$ cat src/rtl/sram_arbiter_pkg.sv
// sram_arbiter_pkg
//   Shared types and constants for the SRAM arbiter and its grant logic.
//   - state_t    : access sequencer states (IDLE, ACCESS, RECOVER)
//   - strobes_t  : packed bundle of the active-low SRAM strobes plus the
//                  tristate enable, so the three bus patterns are named once
//   - PORT_CPU / PORT_LOADER : requester indices
//   - WAIT_MAX   : largest supported ACCESS-phase length
package sram_arbiter_pkg;

    typedef enum logic [1:0] {
        IDLE    = 2'd0,
        ACCESS  = 2'd1,
        RECOVER = 2'd2
    } state_t;

    localparam logic PORT_CPU    = 1'b0;
    localparam logic PORT_LOADER = 1'b1;

    localparam int WAIT_MAX = 15;

    typedef struct packed {
        logic ce;
        logic ub;
        logic lb;
        logic oe;
        logic we;
        logic toe;
    } strobes_t;

    // Bus idle: every strobe deasserted, bus not driven.
    localparam strobes_t STROBES_IDLE  = 6'b111110;
    // Read: chip and output enabled, bus released to the SRAM.
    localparam strobes_t STROBES_READ  = 6'b000010;
    // Write: chip and write enabled, FPGA drives the bus.
    localparam strobes_t STROBES_WRITE = 6'b000101;

endpackage

$ cat src/rtl/sram_arbiter_grant.sv
// sram_arbiter_grant
//   Combinational winner selection between the two requesters.
//   Build option: SRAM_ARBITER_ROUND_ROBIN_EN
//     defined   -> on contention the port named by ptr wins (ptr is kept
//                  pointing at the port that did not win last time)
//     undefined -> fixed priority, the CPU port always wins
//   Ports:
//     valid  in  [1:0] request valids, index = port number
//     ptr    in        preferred port on contention (round-robin build)
//     any    out       at least one request is pending
//     winner out       index of the selected port (meaningful when any=1)
module sram_arbiter_grant
    import sram_arbiter_pkg::*;
(
    input  logic [1:0] valid,
    input  logic       ptr,
    output logic       any,
    output logic       winner
);

    assign any = |valid;

`ifdef SRAM_ARBITER_ROUND_ROBIN_EN
    always_comb begin
        winner = PORT_CPU;
        if (valid[PORT_CPU] && valid[PORT_LOADER]) begin
            winner = ptr;
        end else if (valid[PORT_LOADER]) begin
            winner = PORT_LOADER;
        end
    end
`else
    // The loader only runs while the CPU is halted, so starving it under
    // contention is harmless; the pointer is simply not consulted.
    logic unused_ptr;
    assign unused_ptr = ptr;

    always_comb begin
        winner = PORT_LOADER;
        if (valid[PORT_CPU]) begin
            winner = PORT_CPU;
        end
    end
`endif

endmodule

$ cat src/rtl/sram_arbiter.sv
// sram_arbiter
//   Two-port arbiter and access sequencer for the external 1Mx16 SRAM.
//   Port 0 is the CPU memory path, port 1 a loader/DMA requester. One
//   request is accepted per IDLE cycle, then held for WAIT ACCESS cycles
//   and one RECOVER (bus turnaround) cycle.
//   Build option: SRAM_ARBITER_ROUND_ROBIN_EN selects round-robin instead
//   of fixed CPU priority (see sram_arbiter_grant).
//   Parameters: AW address width, DW data width, WAIT ACCESS cycles (1..15)
//   Ports:
//     Clk, Reset                    clock, synchronous active-high reset
//     reqN_valid/we/addr/wdata      request from port N
//     reqN_ready                    combinational accept strobe (IDLE only)
//     reqN_done                     one-cycle completion pulse (registered)
//     rdata                         last captured read data (registered)
//     ADDR, Data_write              SRAM address / write data (registered)
//     Data_read                     read data from the tristate buffer
//     tristate_output_enable        drive the SRAM data bus
//     CE, UB, LB, OE, WE            active-low SRAM strobes (registered)
//     busy                          sequencer not in IDLE
module sram_arbiter
    import sram_arbiter_pkg::*;
#(
    parameter int AW   = 20,
    parameter int DW   = 16,
    parameter int WAIT = 2
) (
    input  logic          Clk,
    input  logic          Reset,
    input  logic          req0_valid,
    input  logic          req0_we,
    input  logic [AW-1:0] req0_addr,
    input  logic [DW-1:0] req0_wdata,
    output logic          req0_ready,
    output logic          req0_done,
    input  logic          req1_valid,
    input  logic          req1_we,
    input  logic [AW-1:0] req1_addr,
    input  logic [DW-1:0] req1_wdata,
    output logic          req1_ready,
    output logic          req1_done,
    output logic [DW-1:0] rdata,
    output logic [AW-1:0] ADDR,
    output logic [DW-1:0] Data_write,
    input  logic [DW-1:0] Data_read,
    output logic          tristate_output_enable,
    output logic          CE,
    output logic          UB,
    output logic          LB,
    output logic          OE,
    output logic          WE,
    output logic          busy
);

    localparam int CW = $clog2(WAIT_MAX + 1);
    localparam logic [CW-1:0] WAIT_LOAD = CW'(WAIT - 1);

    state_t        state_reg, state_next;
    logic [CW-1:0] cnt_reg, cnt_next;
    logic          we_reg, we_next;
    logic [AW-1:0] addr_reg, addr_next;
    logic [DW-1:0] wdata_reg, wdata_next;
    logic          grant_reg, grant_next;
    logic          ptr_reg, ptr_next;
    logic [1:0]    done_reg, done_next;
    logic [DW-1:0] rdata_reg, rdata_next;
    strobes_t      strb_reg, strb_next;

    // Per-port views of the request bundles so the winner can index them.
    logic [1:0]    valid_vec;
    logic          req_we    [2];
    logic [AW-1:0] req_addr  [2];
    logic [DW-1:0] req_wdata [2];
    logic [1:0]    ready_vec;

    logic          win_any;
    logic          winner;

    assign valid_vec    = {req1_valid, req0_valid};
    assign req_we[0]    = req0_we;
    assign req_we[1]    = req1_we;
    assign req_addr[0]  = req0_addr;
    assign req_addr[1]  = req1_addr;
    assign req_wdata[0] = req0_wdata;
    assign req_wdata[1] = req1_wdata;

    sram_arbiter_grant u_grant (
        .valid  (valid_vec),
        .ptr    (ptr_reg),
        .any    (win_any),
        .winner (winner)
    );

    // Ready is withheld while Reset is high because the edge will not
    // accept anything; it is at most one-hot since winner is a single index.
    genvar gi;
    generate
        for (gi = 0; gi < 2; gi++) begin : g_ready
            assign ready_vec[gi] = (state_reg == IDLE) && !Reset && win_any
                                   && (winner == gi[0]);
        end
    endgenerate

    assign req0_ready = ready_vec[0];
    assign req1_ready = ready_vec[1];
    assign req0_done  = done_reg[0];
    assign req1_done  = done_reg[1];
    assign rdata      = rdata_reg;
    assign ADDR       = addr_reg;
    assign Data_write = wdata_reg;
    assign CE         = strb_reg.ce;
    assign UB         = strb_reg.ub;
    assign LB         = strb_reg.lb;
    assign OE         = strb_reg.oe;
    assign WE         = strb_reg.we;
    assign tristate_output_enable = strb_reg.toe;
    assign busy       = (state_reg != IDLE);

    always_comb begin
        state_next = state_reg;
        cnt_next   = cnt_reg;
        we_next    = we_reg;
        addr_next  = addr_reg;
        wdata_next = wdata_reg;
        grant_next = grant_reg;
        ptr_next   = ptr_reg;
        rdata_next = rdata_reg;
        done_next  = '0;
        strb_next  = STROBES_IDLE;

        case (state_reg)
            IDLE: begin
                if (win_any) begin
                    state_next = ACCESS;
                    cnt_next   = WAIT_LOAD;
                    we_next    = req_we[winner];
                    addr_next  = req_addr[winner];
                    wdata_next = req_wdata[winner];
                    grant_next = winner;
                    ptr_next   = ~winner;
                end
            end
            ACCESS: begin
                if (cnt_reg == '0) begin
                    state_next = RECOVER;
                    if (!we_reg) begin
                        rdata_next = Data_read;
                    end
                end else begin
                    cnt_next = cnt_reg - 1'b1;
                end
            end
            RECOVER: begin
                state_next = IDLE;
            end
            default: begin
                state_next = IDLE;
            end
        endcase

        // Strobes and done are registered from the next state so they
        // change exactly on the edge that enters each phase.
        if (state_next == ACCESS) begin
            strb_next = we_next ? STROBES_WRITE : STROBES_READ;
        end
        if (state_next == RECOVER) begin
            done_next[grant_next] = 1'b1;
        end
    end

    always_ff @(posedge Clk) begin
        if (Reset) begin
            state_reg <= IDLE;
            cnt_reg   <= '0;
            we_reg    <= 1'b0;
            addr_reg  <= '0;
            wdata_reg <= '0;
            grant_reg <= PORT_CPU;
            ptr_reg   <= PORT_CPU;
            done_reg  <= '0;
            rdata_reg <= '0;
            strb_reg  <= STROBES_IDLE;
        end else begin
            state_reg <= state_next;
            cnt_reg   <= cnt_next;
            we_reg    <= we_next;
            addr_reg  <= addr_next;
            wdata_reg <= wdata_next;
            grant_reg <= grant_next;
            ptr_reg   <= ptr_next;
            done_reg  <= done_next;
            rdata_reg <= rdata_next;
            strb_reg  <= strb_next;
        end
    end

endmodule

$ cat config.mk
export PLATFORM = sky130hd
export DESIGN_NAME = sram_arbiter
export DESIGN_NICKNAME = d
export VERILOG_FILES = /design/src/rtl/sram_arbiter_pkg.sv /design/src/rtl/sram_arbiter_grant.sv /design/src/rtl/sram_arbiter.sv
export SDC_FILE = /design/constraint.sdc
export NUM_CORES = 1
export LEC_CHECK = 0
export BUFFER_PORTS_ARGS = -buffer_cell sky130_fd_sc_hd__buf_4
export CORE_MARGIN = 2
export CORE_UTILIZATION = 40
export CTS_BUF_LIST = sky130_fd_sc_hd__clkbuf_8
export DETAILED_ROUTE_END_ITERATION = 10
export PLACE_DENSITY = 0.71
export SYNTH_ARGS = -nofsm -noshare
export SYNTH_HDL_FRONTEND = slang
export SYNTH_SLANG_ARGS = --single-unit
$ cat constraint.sdc
create_clock -name Clk -period 1.85 [get_ports Clk]
set_input_delay 0.0925 -clock Clk [delete_from_list [all_inputs] [get_ports Clk]]
set_output_delay 0.0925 -clock Clk [all_outputs]
set_load 0.1 [all_outputs]
# == Word-level counts from Yosys, hierarchy flattened ==
# Index checks and enable logic that the tools add are counted.
# classes
n_addsub,1
order_cmp,3
eq_ne,5
n_mux,23
bitwise,4
n_reduce_logical,16
# ops
cell,count
20-bit 2-to-1 mux,3
16-bit 2-to-1 mux,3
1-bit 2-to-1 mux,9
4-bit 2-to-1 mux,2
4-bit case mux with 2 select lines,1
3-bit AND reduction,2
2-bit OR reduction,3
1-bit logical AND,5
2-bit by 1-bit equality test with 1-bit output (second input constant),2
4-bit logical NOT,1
2-bit 2-to-1 mux,2
2-bit inequality test (second input constant),2
2-bit case mux with 2 select lines,1
2-bit nonzero test,2
4-bit by 1-bit subtractor with 4-bit output (second input constant),1
3-bit 2-to-1 mux,1
1-bit NOT,3
2-bit equality test (second input constant),1
2-bit greater-or-equal comparator (second input constant),1
2-bit logical NOT,1
1-bit by 2-bit less-than comparator with 1-bit output (second input constant),1
1-bit NOT with 2-bit output,1
2-bit AND reduction,1
1-bit demux with 1-bit select,1
2 further kinds,2
# word_totals
reg_bits,68
inputBits,94
output_inout_bits,63
elab_cells,66

# == Depth between registers and ports, before layout ==
# depth
depth_word,8
depth_mapped,7
ltp_nobuf,5

# == Hierarchy ==
# A second synthesis with hierarchy kept.
# hier_totals
hier_cells,294
hier_area_um2,2832.7
# by_module_without_submodules
module,instances,cells_each,area_each_um2,seq_area_each_um2
sram_arbiter,1,292,2822.7,1341.3
sram_arbiter_grant,1,2,10.0,0.0

# == Worst setup path before layout ==
# Ideal clock, no wire load.
# synth_timing
kind,register to output
startpoint,reg state_reg[0]
endpoint,out req1_ready
arrival_ns,3.922
required_time_ns,1.757
slack_ns,-2.165
stages_incl_launch_ff,4
n_path_buf,0
cell_sequence,dfxtp_1 nor2_2 inv_2 nor4b_1
# synth_via
elab_chain_len,4
# synth_rtl
item,line_no,rtl
from (decl),sram_arbiter.sv:57,"state_t state_reg, state_next;"
from (signal assigned),sram_arbiter.sv:183,state_reg <= state_next;
2-bit logical NOT,sram_arbiter.sv:98,assign ready_vec[gi] = (state_reg == IDLE) && !Reset && win_any
1-bit logical AND (2 in series),sram_arbiter.sv:98,
1-bit logical AND,sram_arbiter.sv:99,&& (winner == gi[0]);
to (decl),sram_arbiter.sv:39,"output logic req1_ready,"
# Every way passes these cells.

# == Worst setup path in the final report ==
# layout_timing
startpoint,reg cnt_reg[0]
endpoint,reg rdata_reg[9] (netlist: rdata[9])
# layout_via
elab_chain_len,2
# layout_rtl
item,line_no,rtl
from (decl),sram_arbiter.sv:58,"logic [CW-1:0] cnt_reg, cnt_next;"
from (signal assigned),sram_arbiter.sv:184,cnt_reg <= cnt_next;
4-bit logical NOT,sram_arbiter.sv:143,if (cnt_reg == '0) begin
3-bit AND reduction (no source line),n/a,
to (signal assigned),sram_arbiter.sv:191,rdata_reg <= rdata_next;
to (decl),sram_arbiter.sv:65,"logic [DW-1:0] rdata_reg, rdata_next;"
# Every way passes these cells.
# A chain may end at the register's enable or synchronous reset.

==> impl_results.md <==
* Outcome: completed
* Cell class contributing the biggest share of worst-path delay: compound AO/OA/AOI/OAI gates
* Clk slew on worst S/H paths at 0.07 ns
* Buffers from clock root to sink, at most at 2
* Share of synthesized registers carrying an async set or reset at 0
* Cell Int Power at 0.00276 W
* Root Buffer Master: sky130_fd_sc_hd__clkbuf_8
* Setup violations, final at 0
* Combined global-route utilization of all metal layers at 0.211
* Via count of the first global-routing pass at 2962
* Worst setup SP type: flop
* Total of warnings raised by yosys at 0
* Critical-path maximum fanout at 15
* Final hold slack at 0.0364 ns
* Tightest slew margin relative to the limit at 0.514
* Count of pins over their slew limit at 0
* Power Density at 1150 nW/µm²
* TritonCTS Buffers at 9
* Crit-path max cell delay at 0.36 ns
* Slew at the pin closest to its max-slew limit at 0.729 ns
* Number of synthesized register bits at 66
* Count of buffer and inverter cells on the critical path at 2
* Average vias per placed instance at 5.30
* Synthesized instance count at 308
* Initial cell density of the core at 0.414
* Sequential-to-total area share from yosys stat at 0.440
* Post-synthesis area per instance at 9.75 µm²
* Hold-fix buffer count after cts at 0
* Fmax at 0.602 GHz
* Number of rows created at floorplan at 31
* Clk Latency, worst-skew pair at 0.34 ns
* Worst-path cell with the longest stage delay: sky130_fd_sc_hd__or3b_1
* Number of optimization iterations in the first detailed-route pass at 4
* Post-route antenna net violation count at 0
* Share of power burned in the clock network at 0.218
* Flip-flop count of the largest register after layout at 20
* Worst path required time at 2.05 ns
* Starting DRT DRC Count at 136
* Area delta synth->final at 47.0%
* Congestion Overflow GR at 0
* Wire length per cell at 15.4 µm
* Count of flip-flops with a built-in enable after synthesis at 0
* Count of final hold-check violations at 0
* Critical Path, Cell by Cell: inv_1 > ha_1 > or3b_1 > buf_4 > o31ai_1 > a21oi_1
* Fin Setup TNS at 0 ns
* CTS resizes at 0
* Number of library cell types mapped by synthesis at 39
* Endpoint kind of the worst setup timing path: flop
* Max H-tree Level at 3
* Gpl congestion at 0.737
* Die outline area at 8220 µm²
* Sinks on the clock net at 66
* Post-detailed-route DRC marker count at 0
* Leakage component of the power at 1.98 nW
* Die outline width at 90.6 µm
* Count of pins on the block boundary at 157
* Setup repair bufs after CTS at 0
* Combinational share of power at 0.450
* Die height at 90.6 µm
* Via count at 2933
* Class of the tightest hold or removal check: primary input to flop
* Initial antenna violation count at 0
* Worst Path Class, Setup: flop to flop
* HPWL Detailed at 5920 µm
* First-pass GRT wire length at 14200 µm
* Sum of routed wire length over all layers at 8520 µm
* Post-synthesis cell type with the largest combined area: sky130_fd_sc_hd__dfxtp_1
* Endpoint arrival time on the critical path at 1.86 ns
* Final period util at 0.898
* Most used flip-flop cell after synthesis: sky130_fd_sc_hd__dfxtp_1
* Peak ir drop on the vdd network at 0.608 mV
* RSZ-0062 raised after global routing: no
* P_sw at 0.00232 W
* Mapped Area at 3000 µm²
* Core box area at 7250 µm²
* Synth top area cells: sky130_fd_sc_hd__dfxtp_1 (44%), sky130_fd_sc_hd__mux2i_1 (12%), sky130_fd_sc_hd__a21oi_1 (9.5%), sky130_fd_sc_hd__a211oi_1 (9.0%), sky130_fd_sc_hd__nand4b_1 (4.7%)
* ANT cells at 0
* CTS tree: built
* Sequential power share at 0.333
* Final critical-path required period at 1.66 ns
* Largest clock skew in the final design at 0.00979 ns
* Fraction of final layout cells with drive strength greater than 1 at 0.425
* Number of nets in the synthesized netlist at 404
* Maximum Capacitance Violations at 0
* Area share of the largest cell type after synthesis at 0.440
* Count of buffers inserted at the top-level ports at 156
* Largest net degree at the start of global routing at 67
* Final layout net count at 545
* Fraction of power spent switching nets at 0.456
placed cells by master (no fill, tap or decap), types with 3 or more instances in the layout:
cell type / synthesis / routed
sky130_fd_sc_hd__a211oi_1: 36 / 36
sky130_fd_sc_hd__nor2_1: 4 / 3
sky130_fd_sc_hd__nand4b_1: 16 / 16
sky130_fd_sc_hd__buf_4: 5 / 167
sky130_fd_sc_hd__o31ai_1: 16 / 16
sky130_fd_sc_hd__dfxtp_1: 66 / 66
sky130_fd_sc_hd__a21oi_1: 57 / 57
sky130_fd_sc_hd__inv_1: 3 / 5
sky130_fd_sc_hd__clkbuf_8: 0 / 12
sky130_fd_sc_hd__mux2i_1: 36 / 36
power by group through the flow:
| stage | Sequential (W) | Combinational [W] | Clock, W |
|---|---|---|---|
| 2_1_floorplan | 0.00276 | 0.000691 | 0 |
| 3_3_place_gp | 0.00171 | 0.00227 | 0 |
| 3_5_place_dp | 0.00172 | 0.00229 | 0 |
| 4_1_cts | 0.00169 | 0.00229 | 0.00114 |
| 5_1_grt | 0.00171 | 0.00239 | 0.00121 |
| 6_report | 0.00169 | 0.00228 | 0.00111 |
per-layer routing:
| metal | routed length, µm | GRT usage | vias to the layer above |
|---|---|---|---|
| met5 | 0 | 0 | - |
| met1 | 3640 | 0.264 | 1362 |
| met2 | 4060 | 0.342 | 116 |
| met4 | 92 | 0.0462 | 0 |
| li1 | - | - | 1448 |
| met3 | 721 | 0.0868 | 7 |
per-stage QoR:
| stage | instance area [µm²] | total power (W) | util | cells | worst slack [ns] |
|---|---|---|---|---|---|
| 4_1_cts | 4410 | 0.00512 | 0.608 | 553 | 0.184 |
| 5_1_grt | 4410 | 0.00531 | 0.608 | 553 | 0.0515 |
| 3_3_place_gp | 4230 | 0.00399 | 0.583 | 537 | 0.289 |
| 3_5_place_dp | 4230 | 0.00401 | 0.583 | 537 | 0.207 |
| 2_1_floorplan | 3030 | 0.00345 | - | 308 | -0.129 |
| 6_report | 4410 | 0.00508 | 0.608 | 553 | 0.188 |
tightest hold or removal path: stages:
cell                       delay [ns]
sky130_fd_sc_hd__buf_4           0.11
sky130_fd_sc_hd__nand4b_1        0.08
sky130_fd_sc_hd__a21oi_1         0.05
worst paths after layout:
| check | endpoint | start | slack [ns] | depth (start not counted) |
|---|---|---|---|---|
| setup / recovery | rdata[9]$_SDFFE_PP0P_ | cnt_reg[0]$_SDFFE_PP0P_ | 0.19 | 6 |
| hold / removal | rdata[5]$_SDFFE_PP0P_ | Data_read[5] | 0.04 | 3 |
| setup reg to reg | rdata[9]$_SDFFE_PP0P_ | cnt_reg[0]$_SDFFE_PP0P_ | 0.19 | 6 |
| hold reg to reg | rdata[1]$_SDFFE_PP0P_ | rdata[1]$_SDFFE_PP0P_ | 0.47 | 2 |
logic make-up after synthesis:
family,synth area share
flops,0.440
compound gates,0.253
fa+ha+maj,0.00833
buf+inv,0.0729
mux,0.124
simple gates,0.102
cell usage after synthesis, drive strengths merged, types with 3 or more instances:
cell / number
a211oi: 36
a21oi: 57
buf: 26
clkbuf: 12
dfxtp: 66
inv: 4
mux2i: 36
nand4b: 16
nor2: 5
nor3: 3
nor3b: 3
o31ai: 16
cell type report:
| type | instances | area, µm² |
|---|---|---|
| inverters | 4 | 15.0 |
| clock buffers | 12 | 165 |
| clock inverters | 4 | 17.5 |
| well taps | 99 | 124 |
| repair buffers | 168 | 1270 |
| flip-flops and latches | 66 | 1320 |
| fillers | 665 | 2840 |
| multi-input cells | 200 | 1500 |
Note: power is estimated with default switching activity, not from simulation.
